**src/rtl/tpu_drain_pkg.sv**
```systemverilog
// tpu_drain_pkg: types and constants shared by the result drain stage.
package tpu_drain_pkg;
    localparam int DRAIN_FIFO_DEPTH = 2;
    localparam int DRAIN_ADDR_MAX = 32;

    typedef enum logic [1:0] {IDLE, RUN, FLUSH, DONE} drain_state_e;

    typedef struct packed {
        logic [DRAIN_ADDR_MAX-1:0] addr;
        logic [7:0]                rows;
        logic [7:0]                cols;
    } drain_req_t;
endpackage

```
**src/rtl/result_drain_if.sv**
```systemverilog
// result_drain_if: request, output-buffer read and row-stream signals of the drain stage.
interface result_drain_if #(
    parameter int ADDR_WIDTH = 10,
    parameter int SYSTOLIC_ARRAY_WIDTH = 16,
    parameter int DATA_WIDTH_ACCUM = 32
);
    logic                                                   req_valid;
    logic                                                   req_ready;
    logic [ADDR_WIDTH-1:0]                                  req_addr;
    logic [7:0]                                             req_rows;
    logic [7:0]                                             req_cols;
    logic                                                   axim_rd_en_in;
    logic [ADDR_WIDTH-1:0]                                  axim_rd_addr_in;
    logic [SYSTOLIC_ARRAY_WIDTH-1:0][DATA_WIDTH_ACCUM-1:0]  axim_rd_data_out;
    logic                                                   out_valid;
    logic                                                   out_ready;
    logic [SYSTOLIC_ARRAY_WIDTH-1:0][DATA_WIDTH_ACCUM-1:0]  out_data;
    logic [7:0]                                             out_row;
    logic                                                   out_last;
    logic                                                   busy;
    logic                                                   done;

    modport slave (
        input  req_valid, req_addr, req_rows, req_cols, axim_rd_data_out, out_ready,
        output req_ready, axim_rd_en_in, axim_rd_addr_in, out_valid, out_data, out_row,
               out_last, busy, done
    );

    modport master (
        output req_valid, req_addr, req_rows, req_cols, axim_rd_data_out, out_ready,
        input  req_ready, axim_rd_en_in, axim_rd_addr_in, out_valid, out_data, out_row,
               out_last, busy, done
    );
endinterface

```
**src/rtl/drain_skid_fifo.sv**
```systemverilog
// drain_skid_fifo: 2-entry registered FIFO between the read return path and the row stream.
module drain_skid_fifo
    import tpu_drain_pkg::*;
#(
    parameter int WIDTH = 8
) (
    input  logic             clk,
    input  logic             rst,
    input  logic             in_valid,
    output logic             in_ready,
    input  logic [WIDTH-1:0] in_data,
    output logic             out_valid,
    input  logic             out_ready,
    output logic [WIDTH-1:0] out_data,
    output logic [1:0]       occ
);
    logic [WIDTH-1:0] mem_q [DRAIN_FIFO_DEPTH];
    logic [WIDTH-1:0] mem_d [DRAIN_FIFO_DEPTH];
    logic             wptr_q, wptr_d, rptr_q, rptr_d;
    logic [1:0]       occ_q, occ_d;
    logic             push, pop;

    assign out_valid = occ_q != 2'd0;
    assign out_data  = mem_q[rptr_q];
    assign occ       = occ_q;

    always_comb begin
        pop = out_valid & out_ready;
        in_ready = (occ_q != 2'(DRAIN_FIFO_DEPTH)) | pop;
        push = in_valid & in_ready;
        mem_d = mem_q;
        if (push) mem_d[wptr_q] = in_data;
        wptr_d = wptr_q ^ push;
        rptr_d = rptr_q ^ pop;
        occ_d = occ_q + 2'(push) - 2'(pop);
    end

    always_ff @(posedge clk) begin
        if (rst) begin
            mem_q  <= '{default: '0};
            wptr_q <= 1'b0;
            rptr_q <= 1'b0;
            occ_q  <= 2'd0;
        end else begin
            mem_q  <= mem_d;
            wptr_q <= wptr_d;
            rptr_q <= rptr_d;
            occ_q  <= occ_d;
        end
    end
endmodule

```
**src/rtl/result_drain.sv**
```systemverilog
// result_drain: reads output-buffer rows after a task and streams them column-masked to a consumer.
module result_drain
    import tpu_drain_pkg::*;
#(
    parameter int ADDR_WIDTH = 10,
    parameter int SYSTOLIC_ARRAY_WIDTH = 16,
    parameter int DATA_WIDTH_ACCUM = 32
) (
    input logic           clk,
    input logic           rst,
    result_drain_if.slave bus
);
    localparam int ROW_BITS = SYSTOLIC_ARRAY_WIDTH * DATA_WIDTH_ACCUM;
    localparam int ENTRY_BITS = ROW_BITS + 9;

    typedef logic [SYSTOLIC_ARRAY_WIDTH-1:0][DATA_WIDTH_ACCUM-1:0] row_t;

    drain_state_e          state_q, state_d;
    drain_req_t            req_q, req_d;
    logic [7:0]            issued_q, issued_d, pushed_q, pushed_d;
    logic                  inflight_q, inflight_d;
    logic                  rd_en, pop, fifo_in_ready, fifo_out_valid;
    logic [1:0]            occ;
    row_t                  masked;
    logic [ENTRY_BITS-1:0] head;

    always_comb begin
        pop = fifo_out_valid & bus.out_ready;
        // Buffered plus in-flight rows never exceed the FIFO depth.
        rd_en = (state_q == RUN) && (3'(occ) + 3'(inflight_q) - 3'(pop) <= 3'd1);
        for (int i = 0; i < SYSTOLIC_ARRAY_WIDTH; i++)
            masked[i] = (i < int'(req_q.cols)) ? bus.axim_rd_data_out[i] : '0;
        state_d = state_q;
        req_d = req_q;
        issued_d = issued_q + 8'(rd_en);
        pushed_d = pushed_q + 8'(inflight_q & fifo_in_ready);
        inflight_d = rd_en;
        unique case (state_q)
            IDLE: if (bus.req_valid) begin
                req_d = '{addr: DRAIN_ADDR_MAX'(bus.req_addr), rows: bus.req_rows, cols: bus.req_cols};
                issued_d = 8'd0;
                pushed_d = 8'd0;
                state_d = (bus.req_rows == 8'd0) ? DONE : RUN;
            end
            RUN:   state_d = (rd_en && issued_q == req_q.rows - 8'd1) ? FLUSH : RUN;
            FLUSH: state_d = (pop && head[ENTRY_BITS-1]) ? DONE : FLUSH;
            DONE:  state_d = IDLE;
        endcase
    end

    always_ff @(posedge clk) begin
        if (rst) begin
            state_q    <= IDLE;
            req_q      <= '0;
            issued_q   <= 8'd0;
            pushed_q   <= 8'd0;
            inflight_q <= 1'b0;
        end else begin
            state_q    <= state_d;
            req_q      <= req_d;
            issued_q   <= issued_d;
            pushed_q   <= pushed_d;
            inflight_q <= inflight_d;
        end
    end

    drain_skid_fifo #(.WIDTH(ENTRY_BITS)) u_fifo (
        .clk      (clk),
        .rst      (rst),
        .in_valid (inflight_q),
        .in_ready (fifo_in_ready),
        .in_data  ({pushed_q == req_q.rows - 8'd1, pushed_q, masked}),
        .out_valid(fifo_out_valid),
        .out_ready(bus.out_ready),
        .out_data (head),
        .occ      (occ)
    );

    assign bus.req_ready       = state_q == IDLE;
    assign bus.axim_rd_en_in   = rd_en;
    assign bus.axim_rd_addr_in = ADDR_WIDTH'(req_q.addr + DRAIN_ADDR_MAX'(issued_q));
    assign bus.out_valid       = fifo_out_valid;
    assign bus.out_data        = head[ROW_BITS-1:0];
    assign bus.out_row         = head[ROW_BITS +: 8];
    assign bus.out_last        = head[ENTRY_BITS-1];
    assign bus.busy            = state_q != IDLE;
    assign bus.done            = state_q == DONE;
endmodule

```
**src/flat_wrapper.sv**
```systemverilog
// flat-port wrapper written by rule: the top's interface ports become plain ports
module result_drain_flat import tpu_drain_pkg::*;
#(
    parameter int ADDR_WIDTH = 10,
    parameter int SYSTOLIC_ARRAY_WIDTH = 16,
    parameter int DATA_WIDTH_ACCUM = 32
)
  (clk, rst, bus_req_valid, bus_req_addr, bus_req_rows, bus_req_cols, bus_axim_rd_data_out, bus_out_ready, bus_req_ready, bus_axim_rd_en_in, bus_axim_rd_addr_in, bus_out_valid, bus_out_data, bus_out_row, bus_out_last, bus_busy, bus_done);
  result_drain_if #(.ADDR_WIDTH(ADDR_WIDTH), .SYSTOLIC_ARRAY_WIDTH(SYSTOLIC_ARRAY_WIDTH), .DATA_WIDTH_ACCUM(DATA_WIDTH_ACCUM)) bus_i ();
  input logic clk;
  input logic rst;
  input wire logic [$bits(bus_i.req_valid)-1:0] bus_req_valid;
  input wire logic [$bits(bus_i.req_addr)-1:0] bus_req_addr;
  input wire logic [$bits(bus_i.req_rows)-1:0] bus_req_rows;
  input wire logic [$bits(bus_i.req_cols)-1:0] bus_req_cols;
  input wire logic [$bits(bus_i.axim_rd_data_out)-1:0] bus_axim_rd_data_out;
  input wire logic [$bits(bus_i.out_ready)-1:0] bus_out_ready;
  output wire logic [$bits(bus_i.req_ready)-1:0] bus_req_ready;
  output wire logic [$bits(bus_i.axim_rd_en_in)-1:0] bus_axim_rd_en_in;
  output wire logic [$bits(bus_i.axim_rd_addr_in)-1:0] bus_axim_rd_addr_in;
  output wire logic [$bits(bus_i.out_valid)-1:0] bus_out_valid;
  output wire logic [$bits(bus_i.out_data)-1:0] bus_out_data;
  output wire logic [$bits(bus_i.out_row)-1:0] bus_out_row;
  output wire logic [$bits(bus_i.out_last)-1:0] bus_out_last;
  output wire logic [$bits(bus_i.busy)-1:0] bus_busy;
  output wire logic [$bits(bus_i.done)-1:0] bus_done;
  assign bus_i.req_valid = bus_req_valid;
  assign bus_i.req_addr = bus_req_addr;
  assign bus_i.req_rows = bus_req_rows;
  assign bus_i.req_cols = bus_req_cols;
  assign bus_i.axim_rd_data_out = bus_axim_rd_data_out;
  assign bus_i.out_ready = bus_out_ready;
  assign bus_req_ready = bus_i.req_ready;
  assign bus_axim_rd_en_in = bus_i.axim_rd_en_in;
  assign bus_axim_rd_addr_in = bus_i.axim_rd_addr_in;
  assign bus_out_valid = bus_i.out_valid;
  assign bus_out_data = bus_i.out_data;
  assign bus_out_row = bus_i.out_row;
  assign bus_out_last = bus_i.out_last;
  assign bus_busy = bus_i.busy;
  assign bus_done = bus_i.done;
  result_drain #(.ADDR_WIDTH(ADDR_WIDTH), .SYSTOLIC_ARRAY_WIDTH(SYSTOLIC_ARRAY_WIDTH), .DATA_WIDTH_ACCUM(DATA_WIDTH_ACCUM)) u_core (.clk(clk), .rst(rst), .bus(bus_i));
endmodule
```
**config.mk**
```make
export PLATFORM = sky130hd
export DESIGN_NAME = result_drain_flat
export DESIGN_NICKNAME = d
export VERILOG_FILES = /design/src/rtl/tpu_drain_pkg.sv /design/src/rtl/result_drain_if.sv /design/src/rtl/drain_skid_fifo.sv /design/src/rtl/result_drain.sv /design/src/flat_wrapper.sv
export SDC_FILE = /design/constraint.sdc
export NUM_CORES = 2
export LEC_CHECK = 0
export BUFFER_PORTS_ARGS = -buffer_cell sky130_fd_sc_hd__buf_2
export CAP_MARGIN = 20
export CORE_AREA = 10 10 408 410
export DETAILED_ROUTE_END_ITERATION = 16
export DIE_AREA = 0 0 418 420
export PLACE_DENSITY = 0.6
export SETUP_SLACK_MARGIN = 0.4
export SLEW_MARGIN = 40
export SYNTH_ARGS = -nofsm -noshare
export SYNTH_HDL_FRONTEND = slang
export SYNTH_SLANG_ARGS = --single-unit
```
**constraint.sdc**
```tcl
create_clock -name clk -period 3.44 [get_ports clk]
set_input_delay 0.344 -clock clk [delete_from_list [all_inputs] [get_ports clk]]
set_output_delay 0.344 -clock clk [all_outputs]
set_load 0.02 [all_outputs]
```
==> metrics.cfg <==
[critical_path]
cp_max_fo=2
cp.required_ns=3.10
regToRegSetupSlack_ns=0.43
worstRegToRegCells=17
reg2reg_to=u_core.state_q[1]$_SDFFE_PP0P_
reg2reg_from=u_core.u_fifo.occ[1]$_SDFF_PP0_
path_class=register to output pin
cp-start-kind=register
crit_arrival_ns=2.74
cp-end-kind=output pin

[drt]
routed_wl_mm=185
first_pass_iters=6
wl_per_cell_microns=20.3
dr.first_iter.drc_count=3566
via_per_inst=5.01
ant_nets=0
num_vias=45500
drc_errors=0

[global_route]
grt_max_degree=152
grt_pass1_vias=44500
antenna_found_initial=28
grt_pass1_wl_mm=274
grt_usage_pct=19.7
grt.overflow.total=0

[clocking]
cts.htree.levels=3
cts.clk_slew.worst_paths_ns=0.06
clock_latency_ns=0.78
cts_inserted_buffers=120
cts.sinks=1091
cts_root_buf=clkbuf_16
cts_max_path_buffers=3
cts_tree=built

[placement]
place.port_buffers=1077
place_ws_ns=0.487
hpwl_mm=129
place_congestion=0.876
dpl_cell_area_sq_um=55700

[sta]
slew_violations=0
finalWorstSetupSlack_ns=0.353
max_slew_margin_pct=44.0
grt_setup_unrepaired=yes
worstMarginPinSlew_ns=0.840
fmax_mhz=324
finalHoldViolCount=0
finClkSkew_ns=0.0818
period_needed_ns=3.09
setup_violations=0
setup_tns_ns=0
fin_crit_sh_pct=89.7

[final_layout]
final_cell_mix=1,083 x dfxtp_1, 1,073 x buf_2, 1,053 x a21oi_1, 1,034 x nand3_1, 1,025 x nand2b_1
design_area_sq_um=65700
fin_nets=7450
final_common_cell=dfxtp_1
layout-drive-gt1-share_pct=28.1
area_growth_pct=35.7

[die]
start_util_pct=30.7
pin_count=1078
die_h_microns=420
num_rows=146
fp.dieW_microns=418
die-area_sq_um=176000
core_area_sq_um=158000

[yosys]
synth-edff-count=0
syn_area_sq_um=48400
synth_ff_type=dfxtp_1
yosysWarnings=0
synth_fp_nets=6106
syn_inst=5545
syn_avg_cell_area_sq_um=8.74
ys_async_sr_fraction_pct=0
synth_seq_cells=1091
ys_types=45
yosysSeqAreaShare_pct=45.1

[power]
power.leakage_nw=25.0
power.density_nw_per_um2=564
ir_drop_mv=0.475

[hold_path]
holdPathStages=2
hp-class=input port to register
holdCritStartpoint=rst
min_delay_worst_endpoint=u_core.u_fifo.mem_q[969]$_SDFFE_PP0P_

[run_status]
status=completed

[job]
cap_violations=0

[flip-flops by register name, summed over array words and instances, names as in the netlist]
register and flops:
u_core.u_fifo.mem_q 1042, u_core.issued_q 8, u_core.state_q 2, u_core.req_q 26, u_core.u_fifo.wptr_q 1, u_core.pushed_q 8, u_core.u_fifo.rptr_q 1, u_core.inflight_q 1
u_core.u_fifo.occ 2
[worst max-delay path by stage]
stage | slack, ns | cells past startpoint | startpoint | to
after floorplan | 0.58 | 14 | u_core.u_fifo.occ[1]$_SDFF_PP0_ | u_core.issued_q[4]$_SDFF_PP0_
after global placement | 0.52 | 14 | u_core.u_fifo.occ[1]$_SDFF_PP0_ | u_core.issued_q[6]$_SDFF_PP0_
after detailed placement | 0.49 | 14 | u_core.u_fifo.occ[1]$_SDFF_PP0_ | u_core.issued_q[6]$_SDFF_PP0_
after CTS | 0.26 | 10 | u_core.issued_q[0]$_SDFF_PP0_ | bus_axim_rd_addr_in[8]
after global routing | 0.25 | 10 | u_core.req_q[16]$_SDFFE_PP0P_ | bus_axim_rd_addr_in[8]
final | 0.35 | 11 | u_core.u_fifo.occ[1]$_SDFF_PP0_ | bus_axim_rd_en_in
[cells by family after synthesis]
kind of cell	count (synthesis)	synth area share [%]
AOI/OAI and AO/OA	1083	11.3
xor gates and xnor gates	50	0.904
adders and majority gates	19	0.522
buffers and inverters	542	4.31
DFF	1091	45.1
muxes	537	12.4
and+or+nand+nor	2223	25.4
[metrics by stage]
stage | total power, mW | std cells | hold slack, ns | util (%)
final | 37.1 | 9088 | 0.128 | 41.7
after global placement | 23.0 | 8270 | 0.453 | 35.3
after global routing | 38.7 | 9083 | 0.114 | 41.6
after CTS | 37.2 | 9045 | 0.0591 | 41.5
after detailed placement | 23.1 | 8270 | 0.457 | 35.3
after floorplan | 20.0 | 5545 | 0.440 | -
[report_power, final]
part,internal [mW],leakage [nW],switching [mW],total (mW)
sequential,13.3,8.81,0.371,13.7
combinational,4.17,14.2,5.92,10.1
clock,7.67,1.99,5.59,13.3
total,25.2,25.0,11.9,37.1
[cell usage after synthesis (2+ instances only)]
cell type | number | area [sq um]
a21boi_0 | 2 | 15.0
o31ai_1 | 2 | 15.0
nand4_1 | 3 | 18.8
nand3_1 | 1035 | 5180
buf_1 | 45 | 169
o21ai_0 | 7 | 35.0
buf_2 | 8 | 40.0
o21ai_1 | 2 | 10.0
nand2b_1 | 1027 | 6420
dfxtp_1 | 1091 | 21800
nor3_1 | 8 | 40.0
nor2_1 | 54 | 203
nor2b_1 | 4 | 25.0
clkbuf_1 | 471 | 1770
inv_1 | 12 | 45.0
a21o_1 | 4 | 30.0
a31o_2 | 2 | 17.5
a31oi_1 | 2 | 12.5
mux2_2 | 521 | 5870
and3_1 | 5 | 31.3
nor3b_1 | 3 | 22.5
ha_1 | 17 | 213
xnor2_1 | 31 | 272
xor2_1 | 19 | 166
or2_2 | 2 | 12.5
o211ai_1 | 3 | 22.5
fa_1 | 2 | 40.0
and2_1 | 6 | 37.5
mux2i_1 | 16 | 160
or3_1 | 2 | 12.5
nor4_1 | 2 | 12.5
a21oi_1 | 1054 | 5280
buf_6 | 6 | 67.6
nand2_1 | 66 | 248
[critical path: stages (launching register included)]
cell and delay [ns]:
dfxtp_4 0.34, or2_4 0.26, nand2_4 0.08, xnor2_2 0.12, ha_2 0.21, inv_2 0.04, fa_2 0.32, xnor2_1 0.17
nand4_1 0.15, buf_4 0.18, inv_2 0.05, buf_6 0.13
[cell type report]
| type | count | area (sq um) |
|---|---|---|
| Antenna cell | 27 | 67.6 |
| Clock buffer | 174 | 3450 |
| Clock inverter | 48 | 659 |
| Fill cell | 15300 | 92100 |
| Inverter | 12 | 45.0 |
| Multi-Input combinational cell | 3912 | 24700 |
| Sequential cell | 1091 | 21900 |
| Tap cell | 2072 | 2590 |
| Timing Repair Buffer | 1752 | 12400 |
[routing by layer]
metal  wire (microns)  global-route usage (%)
met4             9480                    10.0
met1            74200                    23.5
met2            87800                    32.7
met5               40                       0
met3            13200                    5.05
[repair_timing]
item,CTS,global route
gates resized for setup,30,13
setup buffers,13,15
hold buffers,540,0
endpoints found under the setup margin,144,20
endpoints found under the hold margin,1051,0
pin swaps,10,12
Power figures use the tool's default switching activity.
